### config.mk
export PLATFORM = sky130hd
export DESIGN_NAME = stopwatch_ctrl
export DESIGN_NICKNAME = d
export VERILOG_FILES = /design/src/rtl/stopwatch_ctrl.sv
export SDC_FILE = /design/constraint.sdc
export NUM_CORES = 1
export LEC_CHECK = 0
export ABC_CLOCK_PERIOD_IN_PS = 2900
export CORE_MARGIN = 3
export CORE_UTILIZATION = 50
export CTS_CLUSTER_DIAMETER = 80
export CTS_CLUSTER_SIZE = 8
export DETAILED_ROUTE_END_ITERATION = 8
export PLACE_DENSITY = 0.79
export SYNTH_ARGS = -nofsm -noshare
export SYNTH_HDL_FRONTEND = slang
export SYNTH_SLANG_ARGS = --single-unit
### constraint.sdc
create_clock -name clk -period 2.9 [get_ports clk]
set_clock_uncertainty 0.1 [all_clocks]
set_input_delay 0.29 -clock clk [delete_from_list [all_inputs] [get_ports clk]]
set_output_delay 0.29 -clock clk [all_outputs]
set_load 0.05 [all_outputs]
### src/rtl/stopwatch_ctrl.sv
// stopwatch_ctrl: start/stop/lap/clear control for a six-digit BCD stopwatch.
//   clk, rst_n          system clock, async active-low reset
//   btn_start, btn_lap  raw async pushbuttons (synchronized and debounced here)
//   tick                1/100 s strobe
//   live_digits         current BCD count {min1,min0,sec1,sec0,ss1,ss0}
//   cnt_enable          one-cycle count pulse to the ss0 counter
//   cnt_clear           one-cycle clear to all digit counters
//   disp_digits         lap snapshot in LAP, live count otherwise
//   state               IDLE=0 RUN=1 LAP=2 STOP=3
//   overflow            sticky, count reached 59:59.99

// Per-button synchronizer + debouncer producing a single press pulse on an
// accepted 0->1 change.
//   btn_i    raw button
//   press_o  one-cycle pulse, combinational from registered state
module stopwatch_db #(
  parameter int unsigned           DB_WIDTH        = 20,
  parameter logic [DB_WIDTH-1:0]   DEBOUNCE_CYCLES = 20'd500000
) (
  input  logic clk,
  input  logic rst_n,
  input  logic btn_i,
  output logic press_o
);
  localparam logic [DB_WIDTH-1:0] DB_LAST = DEBOUNCE_CYCLES - 1'b1;

  logic                sync1_q, sync2_q, acc_q, blocked_q;
  logic [DB_WIDTH-1:0] cnt_q;
  logic                ref_lvl, differ, accept;

  // After reset the button is blocked: it must first be seen low for a full
  // debounce window, so a button held through reset release never fires.
  // While blocked the reference level is treated as 1 (acc_q is 0 then).
  assign ref_lvl = blocked_q | acc_q;
  assign differ  = (sync2_q != ref_lvl);
  assign accept  = differ && (cnt_q == DB_LAST);
  assign press_o = accept && sync2_q;

  always_ff @(posedge clk or negedge rst_n) begin
    if (!rst_n) begin
      sync1_q   <= 1'b0;
      sync2_q   <= 1'b0;
      acc_q     <= 1'b0;
      blocked_q <= 1'b1;
      cnt_q     <= '0;
    end else begin
      sync1_q <= btn_i;
      sync2_q <= sync1_q;
      if (!differ) begin
        cnt_q <= '0;
      end else if (accept) begin
        cnt_q     <= '0;
        acc_q     <= sync2_q;
        blocked_q <= 1'b0;
      end else begin
        cnt_q <= cnt_q + 1'b1;
      end
    end
  end
endmodule

module stopwatch_ctrl #(
  parameter logic [19:0] DEBOUNCE_CYCLES = 20'd500000,
  parameter int unsigned DB_WIDTH        = 20
) (
  input  logic        clk,
  input  logic        rst_n,
  input  logic        btn_start,
  input  logic        btn_lap,
  input  logic        tick,
  input  logic [23:0] live_digits,
  output logic        cnt_enable,
  output logic        cnt_clear,
  output logic [23:0] disp_digits,
  output logic [1:0]  state,
  output logic        overflow
);
  typedef enum logic [1:0] {IDLE = 2'd0, RUN = 2'd1, LAP = 2'd2, STOP = 2'd3} state_e;

  localparam logic [23:0]         MAX_CNT = 24'h595999;
  localparam logic [DB_WIDTH-1:0] DB_CYC  = DB_WIDTH'(DEBOUNCE_CYCLES);

  state_e      state_q;
  logic        cnt_enable_q, cnt_clear_q, overflow_q;
  logic [23:0] lap_q;
  logic [1:0]  btn_raw, press;
  logic        start_p, lap_p, counting, at_max;

  assign btn_raw = {btn_lap, btn_start};

  stopwatch_db #(.DB_WIDTH(DB_WIDTH), .DEBOUNCE_CYCLES(DB_CYC)) u_db [1:0] (
    .clk     (clk),
    .rst_n   (rst_n),
    .btn_i   (btn_raw),
    .press_o (press)
  );

  assign start_p  = press[0];
  assign lap_p    = press[1];
  // Decision uses the pre-edge state, so a same-cycle transition does not
  // affect whether this tick counts.
  assign counting = tick && ((state_q == RUN) || (state_q == LAP));
  assign at_max   = (live_digits == MAX_CNT);

  always_ff @(posedge clk or negedge rst_n) begin
    if (!rst_n) begin
      state_q      <= IDLE;
      cnt_enable_q <= 1'b0;
      cnt_clear_q  <= 1'b0;
      overflow_q   <= 1'b0;
      lap_q        <= '0;
    end else begin
      cnt_enable_q <= counting && !at_max;
      cnt_clear_q  <= 1'b0;
      case (state_q)
        IDLE: if (start_p) state_q <= RUN;
        RUN: begin
          // Saturate at 59:59.99 instead of wrapping; beats any button.
          if (counting && at_max) begin
            state_q    <= STOP;
            overflow_q <= 1'b1;
          end else if (start_p) begin
            state_q <= STOP;
          end else if (lap_p) begin
            state_q <= LAP;
            lap_q   <= live_digits;
          end
        end
        LAP: begin
          if (counting && at_max) begin
            state_q    <= STOP;
            overflow_q <= 1'b1;
          end else if (start_p) begin
            state_q <= STOP;
          end else if (lap_p) begin
            state_q <= RUN;
          end
        end
        STOP: begin
          // start wins a tie even when overflow makes it a no-op.
          if (start_p) begin
            if (!overflow_q) state_q <= RUN;
          end else if (lap_p) begin
            state_q     <= IDLE;
            cnt_clear_q <= 1'b1;
            overflow_q  <= 1'b0;
          end
        end
        default: state_q <= IDLE;
      endcase
    end
  end

  assign cnt_enable  = cnt_enable_q;
  assign cnt_clear   = cnt_clear_q;
  assign overflow    = overflow_q;
  assign state       = state_q;
  assign disp_digits = (state_q == LAP) ? lap_q : live_digits;
endmodule

[Word level (Yosys, flattened, before mapping)]
Cells that the tools add are included.
Operators by class
  add/sub/neg operators: 2
  eq/ne operators: 16
  muxes and demuxes: 23
  bitwise logic cells: 4
  reduce and logical (&&, ||, !) cells: 17
Operator list (number)
  $mux W20: 4
  $add A20 B1 Y20 const B: 2
  $eq A20 B19 Y1 const B: 2
  $eq A24 B23 Y1 const B: 1
  $mux W24: 1
  $mux W2: 10
  $ne A4 B3 Y1 const B: 2
  $pmux W2 S4: 1
  $reduce_and A4 Y1: 2
  $logic_and A1 B1 Y1: 7
  $mux W1: 6
  $ne A2 B2 Y1 const B: 3
  $ne A3 B3 Y1 const B: 2
  $reduce_and A5 Y1: 1
  $eq A2 B2 Y1 const B: 2
  $reduce_and A2 Y1: 2
  $eq A2 B1 Y1 const B: 1
  $logic_not A2 Y1: 1
  $ne A1 B1 Y1: 2
  $ne A2 B1 Y1 const B: 1
  $not A1 Y1: 2
  $or A1 B1 Y1: 2
  $pmux W1 S2: 1
  $reduce_bool A2 Y1: 1
  3 further kinds: 3
Word-level totals
  register bits: 77
  input bits: 29
  output and inout bits: 29
  word-level logic and storage cells: 77

[Longest topological paths before layout]
Gate-level depths: netlist of the first run.
  depth after elaboration: 8
  depth in mapped cells: 9
  depth with buffers taken out: 7

[Cells and area by module]
From an unflattened synthesis of the first run, not the netlist that was laid out.
Unflattened totals
  cell total of the unflattened synthesis: 360
  area, all modules: 4124.0 um2
By module, submodules not included
  stopwatch_db: instances 2, cells an instance 116, area each 1194.9 um2, sequential area each 601.8 um2
  stopwatch_ctrl: instances 1, cells an instance 128, area each 1734.2 um2, sequential area each 725.7 um2

[Worst setup path after synthesis of the first run]
Ideal clock, no wire load.
  path kind: reg2reg
  start: register state_q[0] (netlist: state[0])
  end: register lap_q[10]
  library setup time: 0.125 ns
  arrival: 2.318 ns
  required time: 2.675 ns
  slack: 0.357 ns
  stages on the path, launching flop included: 10
  path buffers: 2
  clock period less this slack: 2.543 ns
  cells stage by stage: dfrtp_1 inv_1 ha_1 nand2_1 nor3_2 nor2_2 and3_1 buf_6 buf_12 mux2_4
Between the ends
  longest elaborated chain between the ends: 6
  elaborated cells between the ends (all ways): 7
  those cells by class: eq/ne (2); bitwise (1); reduce/logical (4)
RTL lines
  start, declared: RTL line 83  | state_e state_q;
  start signal, assigned: RTL line 107  | state_q <= IDLE;
  start signal, assigned: RTL line 116  | IDLE: if (start_p) state_q <= RUN;
  start signal, assigned: RTL line 120  | state_q <= STOP;
  $eq A2 B1 Y1 / $eq A2 B2 Y1 (equally long branches): RTL line 102, 115
  $logic_or A1 B1 Y1: RTL line 102  | assign counting = tick && ((state_q == RUN) || (state_q == LAP));
  $logic_and A1 B1 Y1: RTL line 102
  $logic_and A1 B1 Y1: RTL line 119  | if (counting && at_max) begin
  $not A1 Y1 (no source line)
  $reduce_and A4 Y1 (no source line) (*)
  end signal, assigned: RTL line 126  | lap_q <= live_digits;
  end, declared: RTL line 85  | logic [23:0] lap_q;
Every way passes the cells marked *; elsewhere a longest branch is shown, timed or not.
A chain may end at the register's enable or synchronous reset.

[Worst setup path after layout of the first run]
  start: register u_db[1].cnt_q[0]
  end: register lap_q[2]
Between the ends
  longest elaborated chain between the ends: 4
RTL lines
  start, declared: RTL line 28  | logic [DB_WIDTH-1:0] cnt_q;
  start signal, assigned: RTL line 56  | cnt_q <= cnt_q + 1'b1;
  $eq A20 B19 Y1: RTL line 36  | assign accept = differ && (cnt_q == DB_LAST);
  $logic_and A1 B1 Y1: RTL line 36
  $logic_and A1 B1 Y1: RTL line 37  | assign press_o = accept && sync2_q;
  $reduce_and A4 Y1 (no source line)
No other way between the ends.

==> results.md, run 1 <==
* Status: complete, but fails checks
* Failing checks: negative hold slack
* Vias at 2750
* Total negative slack at 0 ns
* Synth area leaders: dfrtp_1, mux2_2, mux2_4, nor2_1, xor2_1
* H-tree level count at 3
* Final WS setup at 0.245 ns
* Final period demand of the worst path at 2.65 ns
* Synth cell types at between 40 and 50
* # port buffers at 57
* Die Y at 94.9 um
* Mapped Avg Cell Area at 11.2 sq um
* Synth area leader: dfrtp_1
* Crit start category: flop
* Vias in the first global route at 2857
* Largest net degree at the start of global routing at 78
* Simple-gate portion of the synthesized area at 0.197
* Fillers at 597
* Largest family of logic cells by synthesized area: simple AND/OR/NAND/NOR gates
* Worst slew pin tran at ~0.93 ns
* Slew headroom at 0.382
* Placed cell area at 4530 sq um
* Setup Buffers After CTS at 0
* Syn_nets at 389
* Placer congestion estimate at around 0.75
* #FFs+latches synth at 77
* Area growth syn-to-layout at 20.3%
* WS Path Type: reg2reg
* Synth Warn # at 0
* Ys flop type: dfrtp_1
* Die area at 9000 sq um
* Clock Pin Slew Worst Setup and Hold Paths at 0.09 ns
* Core Region at 7450 sq um
* Hold crit path type: in2async
* DR pass1 iterations at 4
* Max-slew violation count at 0
* Residual DRC count at 0
* Initial antenna violation count at 0
* Pre-CTS setup slack at 0.240 ns
* Final Hold Viols at 38
* Nets@finish at roughly 450
* Compound-cell area share of the yosys netlist at 0.0238
* Clock Latency Late Sink at 0.35 ns
* Post-synthesis adder-cell area fraction at 0.0222
* Setup violators final at 0
* P_leak at around 2.1 nW
* Mapped Area at 3950 sq um
* First-pass GRT wire length at between 10000 and 15000 um
* Worst EP required at 3.04 ns
* CTS Buf Count at 9
* Asr flop ratio synth at 1.00
* Placed Cells at between 500 and 600
* Critical Path End Type: flop
* CP max-delay cell: or3_1
* Post-synth EDFFs at 0
* MaxCap Viol Count at 0
* Std cell rows at 31
* Synth Area in XOR/XNOR at 0.0798
* Share of cells above drive strength 1 at 0.252
* Final ANT Viol Nets at 0
* Global route total overflow at 0
* Clk root buf: clkbuf_8
* Initial core utilization at 0.530
* P per Cell Area at 464 nW/um^2
* Total power after layout at 2.20 mW
* Post-CTS Hold Fix Bufs at 0
* PostCTS Resize Cnt at 0
* CP cell instances: ha_1, nand3_1, or3_1, nor3_1, and3_1, buf_4, mux2_2
* Worst IR Drop VDD at ~0.26 mV
* F_max at 0.377 GHz
* Synth top area share at 0.475
* Detailed Route WL at between 7000 and 8000 um
* WP data arrival at 2.79 ns
* Final Util at 0.638
* Largest stage delay on the critical path at 0.42 ns
* Maximum clock path buffer count at 2
* DP HPWL at 5310 um
* Global-route usage over all layers at 0.188
* # IOs at 58
* TritonCTS clock tree: done
* Die X at 94.9 um
* Seq/Total Area, Yosys at 0.489
* Worst-path fanout max at 24
* # diodes at 0
* Initial drt markers at 60
* RSZ-0062 raised after global routing: no
* CTS Sinks at 77
* Design area at 4750 sq um
* Post-synthesis mux area share at 0.156
* Fin Hold WS at -0.0152 ns
* Final critical-path share of the clock period at 0.915
* Post-synthesis instance total at between 300 and 400
* Avg WL per Cell at approximately 15 um
* Finished Layout Cells at 519
* Via density at 5.30
kinds of logic (layout without fill, tap and decap cells):
family	count (synthesis)	in the layout
AOI/OAI and AO/OA	15	15
xor gates and xnor gates	36	36
adders and majority gates	7	7
buffers and inverters	23	90
DFF	77	77
muxes	48	48
and+or+nand+nor	147	147
per-layer routing:
layer / up-vias / GRT usage / share of wire
met1: 1334 / 0.240 / 0.47
met3: 14 / 0.0422 / 0.046
met5: - / 0 / 0
met2: 65 / 0.295 / 0.46
met4: 0 / 0.102 / 0.022
li1: 1337 / - / -
final timing paths:
| path | slack (ns) | cells past startpoint | start | end |
|---|---|---|---|---|
| worst max-delay path | 0.25 | 7 | u_db[1].cnt_q[0] | lap_q[2] |
| worst min-delay path | -0.02 | 1 | rst_n | u_db[0].cnt_q[0] |
| worst max register to register | 0.25 | 7 | u_db[1].cnt_q[0] | lap_q[2] |
| worst min register to register | 0.26 | 0 | u_db[1].sync1_q | u_db[1].sync2_q |
| max in group asynchronous | 2.13 | 1 | rst_n | u_db[1].cnt_q[11] |
| min in group clk | 0.26 | 0 | u_db[1].sync1_q | u_db[1].sync2_q |
critical path: cells and delay by family (launching register included):
family / cells / cell delay [ns]
flip-flops: 1 / 0.40
AND/OR/NAND/NOR: 4 / 1.06
buffers and inverters: 1 / 0.37
adder cells (fa/ha/maj): 1 / 0.21
multiplexers: 1 / 0.39
cells in the mapped netlist, types with 2 or more instances:
cell,count
dfstp_2,2
or2_2,4
xnor2_1,17
and2_1,2
nand2b_1,2
buf_12,2
mux2_2,28
and4_1,6
ha_1,7
o22a_1,2
o21ai_0,4
a21oi_1,5
nand3_1,9
nor2b_1,2
nor4bb_1,6
inv_1,13
and3_1,2
mux2_4,20
nand4_1,10
dfrtp_1,75
nor4_1,3
nor3_1,6
nand2_1,17
o31ai_1,2
nor2_1,60
clkbuf_1,4
and3_2,2
or3_1,8
xor2_1,19
buf_2,3
power breakdown:
| part | switching [mW] | internal (mW) | leakage (nW) |
|---|---|---|---|
| registers | 0.00839 | 1.08 | 1.05 |
| clock network | 0.416 | 0.494 | 0.111 |
| logic | 0.124 | 0.0780 | 0.914 |
placed cells by master (no fill, tap or decap), types with 2 or more instances in the layout:
cell type | Yosys | layout
a21oi_1 | 5 | 5
and2_1 | 2 | 2
and3_1 | 2 | 2
and3_2 | 2 | 2
and4_1 | 6 | 6
buf_4 | 0 | 29
bufinv_16 | 0 | 2
clkbuf_8 | 0 | 9
clkdlybuf4s50_1 | 0 | 32
clkinv_4 | 0 | 2
dfrtp_1 | 75 | 75
dfstp_2 | 2 | 2
ha_1 | 7 | 7
inv_1 | 13 | 13
inv_6 | 0 | 2
mux2_2 | 28 | 28
mux2_4 | 20 | 20
nand2_1 | 17 | 17
nand2b_1 | 2 | 2
nand3_1 | 9 | 9
nand4_1 | 10 | 10
nor2_1 | 60 | 60
nor2b_1 | 2 | 2
nor3_1 | 6 | 6
nor4_1 | 3 | 3
nor4bb_1 | 6 | 6
o21ai_0 | 4 | 4
o22a_1 | 2 | 2
o31ai_1 | 2 | 2
or2_2 | 4 | 4
or3_1 | 8 | 8
xnor2_1 | 17 | 17
xor2_1 | 19 | 19
area by class of cell:
cell class | count | area (sq um) | share of cell area
inverter | 13 | 48.8 | 0.0103
clock buffer | 10 | 128 | 0.0269
timing repair buffer | 61 | 538 | 0.113
sequential | 77 | 1930 | 0.406
clock inverter | 6 | 95.1 | 0.0200
tap | 99 | 124 | 0.0261
multi-input combinational | 253 | 1890 | 0.398
state kept, by name (all words and copies together) (netlist names):
name,flops
cnt_clear,1
cnt_enable,1
lap_q,24
overflow,1
state,2
u_db.acc_q,2
u_db.blocked_q,2
u_db.cnt_q,40
u_db.sync1_q,2
u_db.sync2_q,2
Note: power is estimated with default switching activity, not from simulation.
==> inputs of run 2 (changes only) <==
- PLACE_DENSITY: 0.79 -> 0.7
==> results.md, run 2 (synthesis results as in run 1) <==
* Residual DRC count at 0 (unchanged)
* Top Registers: u_db.cnt_q x40, lap_q x24
* Combinational share of power at 0.091 (about the same)
* Fraction of power spent switching nets at 0.226 (-0.0227)
* Share of cells above drive strength 1 at 0.250 (-0.00238)
* Die Y at 94.9 um (unchanged)
* Setup violators final at 0 (unchanged)
* # port buffers at 57 (unchanged)
* Sequential share of power at 0.488 (-0.007)
* DR pass1 iterations at 4 (unchanged)
* Final ANT Viol Nets at 0 (unchanged)
* First-pass GRT wire length at 12400 um (-5.2%)
* Total negative slack at 0 ns (unchanged)
* Hold crit path type: in2async
* RSZ-0062 raised after global routing: no
* MaxCap Viol Count at 0 (unchanged)
* DP HPWL at 5250 um (-1.2%)
* Global route total overflow at 0 (unchanged)
* Vias in the first global route at 2666 (-6.7%)
* Critical path capture point: disp_digits[1]
* Failing checks: negative hold slack
* Std cell rows at 31 (unchanged)
* Maximum clock path buffer count at 2 (unchanged)
* Post-CTS Hold Fix Bufs at 0 (unchanged)
* Detailed Route WL at 7400 um (-2.1%)
* Setup Buffers After CTS at 0 (unchanged)
* R2r setup slk at 0.29 ns (+0.04 ns)
* Worst IR Drop VDD at 0.305 mV (+19%)
* Core Region at 7450 sq um (unchanged)
* CTS Buf Count at 9 (unchanged)
* CP max-delay cell: ha_1
* Worst R2R Path Depth at 7 (unchanged)
* WS Path Type: reg2out
* Clock Latency Late Sink at 0.35 ns (about the same)
* Avg WL per Cell at 14.3 um (-2.1%)
* Vias at 2704 (-1.7%)
* Die area at 9000 sq um (unchanged)
* Reg-to-reg startpoint: u_db[1].cnt_q[0]
* WP data arrival at 2.25 ns (-0.54 ns)
* P_leak at 2.09 nW (+0.38%)
* H-tree level count at 3 (unchanged)
* Critical Path End Type: output pin
* Die X at 94.9 um (unchanged)
* Max-slew violation count at 0 (unchanged)
* Worst slew pin tran at 0.930 ns (+0.00378 ns)
* Commonest non-fill, non-tap cell in the layout: dfrtp_1
* F_max at 0.379 GHz (+0.61%)
* Largest net degree at the start of global routing at 78 (unchanged)
* Worst flop-to-flop path endpoint: lap_q[1]
* Clock Pin Slew Worst Setup and Hold Paths at 0.08 ns (about the same)
* Final Util at 0.641 (+0.00286)
* Area growth syn-to-layout at 20.9%
* Fillers at 619 (+3.7%)
* Most frequent cells in the layout: dfrtp_1, nor2_1, clkdlybuf4s50_1
* Int Power at 1.73 mW (+4.6%)
* Clk root buf: clkbuf_8
* CP startpoint: state[0]
* Final period demand of the worst path at 2.64 ns (-0.0161 ns)
* CTS Sinks at 77 (unchanged)
* P per Cell Area at 469 nW/um^2 (+1.1%)
* Sw Pwr at 0.506 mW (-7.7%)
* # IOs at 58 (unchanged)
* Initial antenna violation count at 0 (unchanged)
* Nets@finish at 451 (unchanged)
* Most flops, register: u_db.cnt_q
* Fin Hold WS at -0.0104 ns (+0.00478 ns)
* Slew headroom at 0.380 (-0.00252)
* Worst-path fanout max at 18 (-25%)
* Initial drt markers at 53 (-12%)
* Global-route usage over all layers at 0.178 (-0.00927)
* Initial core utilization at 0.530 (unchanged)
* Largest stage delay on the critical path at 0.53 ns (+0.11 ns)
* Status: complete, but fails checks
* Via density at 5.21 (-1.7%)
* Final Hold Viols at 13 (-66%)
* Max reg flops at 40 (unchanged)
* Final critical-path share of the clock period at 0.910 (-0.00554)
* PostCTS Resize Cnt at 0 (unchanged)
* # diodes at 0 (unchanged)
* Worst EP required at 2.51 ns (-0.53 ns)
* CP cell instances: inv_1, ha_1, buf_12, mux2_2, buf_4
* Crit start category: flop
* Placer congestion estimate at 0.815 (+9.3%)
* TritonCTS clock tree: done
* Clock share of power at 0.421 (+0.008)
run 2: changes by cell type in the layout (fill, tap and decap cells not counted):
cell / before / now
clkinv_2: 0 / 2
clkinv_4: 2 / 0
inv_6: 2 / 0
buf_12: 0 / 1
buf_4: 29 / 28
bufinv_16: 2 / 3
clkbuf_1: 1 / 2
run 2: worst min-delay path by stage:
| stage | from | endpoint | slack (ns) | cells past startpoint |
|---|---|---|---|---|
| 6_report | rst_n | u_db[1].cnt_q[13] | -0.01 | 1 |
| 5_1_grt | rst_n | u_db[1].cnt_q[8] | 0.06 | 1 |
| 4_1_cts | rst_n | u_db[1].cnt_q[16] | 0.02 | 1 |
| 3_5_place_dp | u_db[1].sync1_q | u_db[1].sync2_q | 0.24 | 0 |
| 3_3_place_gp | u_db[1].sync1_q | u_db[1].sync2_q | 0.24 | 0 |
| 2_1_floorplan | rst_n | cnt_clear | -0.11 | 0 |
run 2: cell type report:
class | count | area (sq um) | area share
sequential | 77 | 1930 | 0.404
inverter | 13 | 48.8 | 0.0102
clock inverter | 5 | 100 | 0.0210
clock buffer | 11 | 131 | 0.0275
timing repair buffer | 61 | 551 | 0.115
tap | 99 | 124 | 0.0260
multi-input combinational | 253 | 1890 | 0.396
run 2: per-layer routing:
metal / wire [um] / part of all wire / global-route usage / vias up
met5: 0 / 0 / 0 / -
met4: 73 / 0.0099 / 0.0541 / 0
met3: 468 / 0.063 / 0.0653 / 7
met2: 3250 / 0.44 / 0.269 / 79
met1: 3620 / 0.49 / 0.241 / 1284
li1: - / - / - / 1334
run 2: critical path, delay by kind of cell, from the launching register on:
kind,cells,cell delay (ns)
flops,1,0.43
buf+inv,3,0.58
fa+ha+maj,1,0.53
mux,1,0.36
run 2: power by group through the flow:
stage          Clock [mW]  Combinational [mW]  Sequential [mW]
2_1_floorplan           0               0.106             1.11
3_3_place_gp            0               0.205             1.11
3_5_place_dp            0               0.207             1.11
4_1_cts             0.969               0.207             1.09
5_1_grt              1.02               0.219             1.09
6_report            0.942               0.204             1.09
run 2: metrics by stage:
stage          setup slack (ns)  instance area [sq um]  cells  power (mW)  hold slack [ns]
2_1_floorplan             0.357                   3950    353        1.22           -0.106
3_3_place_gp              0.238                   4540    503        1.32            0.236
3_5_place_dp              0.221                   4540    503        1.32            0.245
4_1_cts                   0.235                   4770    519        2.27           0.0163
5_1_grt                   0.141                   4770    519        2.33           0.0607
6_report                  0.261                   4770    519        2.24          -0.0104
==> inputs of run 3 (changes only) <==
- CORE_MARGIN: 3 -> 2
==> results.md, run 3 (synthesis results as in run 1) <==
* Global-route usage over all layers at 0.185 (+0.00681)
* RSZ-0062 raised after global routing: no
* Top Registers: u_db.cnt_q x40, lap_q x24
* Die area at 8620 sq um (-4.2%)
* Nets@finish at 451 (unchanged)
* Worst R2R Path Depth at 7 (unchanged)
* Worst EP required at 3.03 ns (+0.52 ns)
* Finished Layout Cells at 522 (+0.58%)
* Clock Pin Slew Worst Setup and Hold Paths at 0.09 ns (about the same)
* Area growth syn-to-layout at 20.1%
* Global route total overflow at 0 (unchanged)
* Die Y at 92.9 um (-2.1%)
* Final ANT Viol Nets at 0 (unchanged)
* Levels on crit path at 7 (+2)
* Worst slew pin tran at 0.959 ns (+0.0284 ns)
* CTS Sinks at 77 (unchanged)
* P_leak at 2.06 nW (-1.2%)
* Initial drt markers at 99 (+87%)
* WP data arrival at 2.72 ns (+0.47 ns)
* Most flops, register: u_db.cnt_q
* PostCTS Resize Cnt at 0 (unchanged)
* Final period demand of the worst path at 2.59 ns (-0.0447 ns)
* Most frequent cells in the layout: dfrtp_1, nor2_1, clkdlybuf4s50_1
* Max-slew violation count at 0 (unchanged)
* Critical Path End Type: flop
* CP max-delay cell: or3_1
* Core Region at 7690 sq um (+3.2%)
* Combinational share of power at 0.095 (+0.004)
* Sw Pwr at 0.534 mW (+5.5%)
* CP cell instances: ha_1, nand3_1, or3_1, nor3_1, and3_1, buf_4, mux2_2
* Avg WL per Cell at 14.0 um (-1.6%)
* Int Power at 1.59 mW (-8.4%)
* Worst IR Drop VDD at 0.258 mV (-15%)
* Fraction of power spent switching nets at 0.252 (+0.0258)
* Design area at 4740 sq um (-0.68%)
* Sequential share of power at 0.514 (+0.026)
* Final Hold Viols at 11 (-2)
* Setup violators final at 0 (unchanged)
* Total power after layout at 2.12 mW (-5.3%)
* # diodes at 0 (unchanged)
* Pre-CTS setup slack at 0.232 ns (+0.0111 ns)
* H-tree level count at 3 (unchanged)
* Placed Cells at 506 (+0.60%)
* MaxCap Viol Count at 0 (unchanged)
* Setup Buffers After CTS at 0 (unchanged)
* Share of cells above drive strength 1 at 0.255 (+0.00476)
* Placed cell area at 4530 sq um (-0.19%)
* Status: complete, but fails checks
* CTS Buf Count at 9 (unchanged)
* Via density at 5.17 (-0.69%)
* CP delay by family, top: simple AND/OR/NAND/NOR gates
* Clock share of power at 0.390 (-0.031)
* P per Cell Area at 447 nW/um^2 (-4.6%)
* Std cell rows at 32 (+3.2%)
* Detailed Route WL at 7320 um (-1.1%)
* Die X at 92.9 um (-2.1%)
* Commonest non-fill, non-tap cell in the layout: dfrtp_1
* DR pass1 iterations at 4 (unchanged)
* First-pass GRT wire length at 12700 um (+2.3%)
* Final WS setup at 0.306 ns (+0.0447 ns)
* Crit start category: flop
* Vias in the first global route at 2776 (+4.1%)
* Failing checks: negative hold slack
* # IOs at 58 (unchanged)
* Residual DRC count at 0 (unchanged)
* Hold crit path type: in2async
* Vias at 2701 (-0.11%)
* Placer congestion estimate at 0.782 (-4.0%)
* Clock Latency Late Sink at 0.34 ns (about the same)
* # port buffers at 57 (unchanged)
* Max reg flops at 40 (unchanged)
* Largest stage delay on the critical path at 0.41 ns (-0.12 ns)
* Total negative slack at 0 ns (unchanged)
* DP HPWL at 5150 um (-1.7%)
* Largest net degree at the start of global routing at 78 (unchanged)
* Maximum clock path buffer count at 2 (unchanged)
* Slew headroom at 0.361 (-0.0189)
* Critical path buffers and inverters at 1 (-2)
* WS Path Type: reg2reg
* Worst-path fanout max at 24 (+6)
* Initial antenna violation count at 0 (unchanged)
* Fin Hold WS at -0.00727 ns (+0.00315 ns)
* Initial core utilization at 0.514 (-0.0166)
* Clk root buf: clkbuf_8
* TritonCTS clock tree: done
* Final Util at 0.617 (-0.0243)
* Final critical-path share of the clock period at 0.894 (-0.0154)
* Post-CTS Hold Fix Bufs at 0 (unchanged)
* F_max at 0.386 GHz (+1.7%)
## run 3: power by group through the flow
stage               logic, mW  clock network, mW  registers (mW)
finish                  0.202              0.827            1.09
CTS                     0.207              0.852            1.09
global placement        0.204                  0            1.11
detailed placement      0.206                  0            1.11
global route            0.217              0.898            1.09
floorplan               0.106                  0            1.11
## run 3: path summary, 6_finish.rpt
| path | start | to | slack, ns |
|---|---|---|---|
| max in group asynchronous | rst_n | u_db[0].cnt_q[4] | 2.08 |
| max reg2reg | u_db[1].cnt_q[0] | lap_q[3] | 0.31 |
| max | u_db[1].cnt_q[0] | lap_q[3] | 0.31 |
| min reg2reg | u_db[1].sync1_q | u_db[1].sync2_q | 0.26 |
| min in group clk | u_db[1].sync1_q | u_db[1].sync2_q | 0.26 |
| min | rst_n | u_db[0].cnt_q[19] | -0.007 |
## run 3: metal layers
| metal | part of all wire | wire, um | GRT usage | up-vias |
|---|---|---|---|---|
| met1 | 0.49 | 3620 | 0.253 | 1288 |
| met5 | 0 | 0 | 0 | - |
| met4 | 0.0063 | 46 | 0.0478 | 0 |
| met3 | 0.055 | 401 | 0.0602 | 4 |
| met2 | 0.44 | 3250 | 0.287 | 72 |
| li1 | - | - | - | 1337 |
## run 3: final cells by class
type	count	area, sq um
Tap cell	102	128
Timing Repair Buffer	61	538
Clock buffer	10	138
Multi-Input combinational cell	253	1890
Sequential cell	77	1930
Clock inverter	6	70.1
Inverter	13	48.8
Fill cell	659	2950
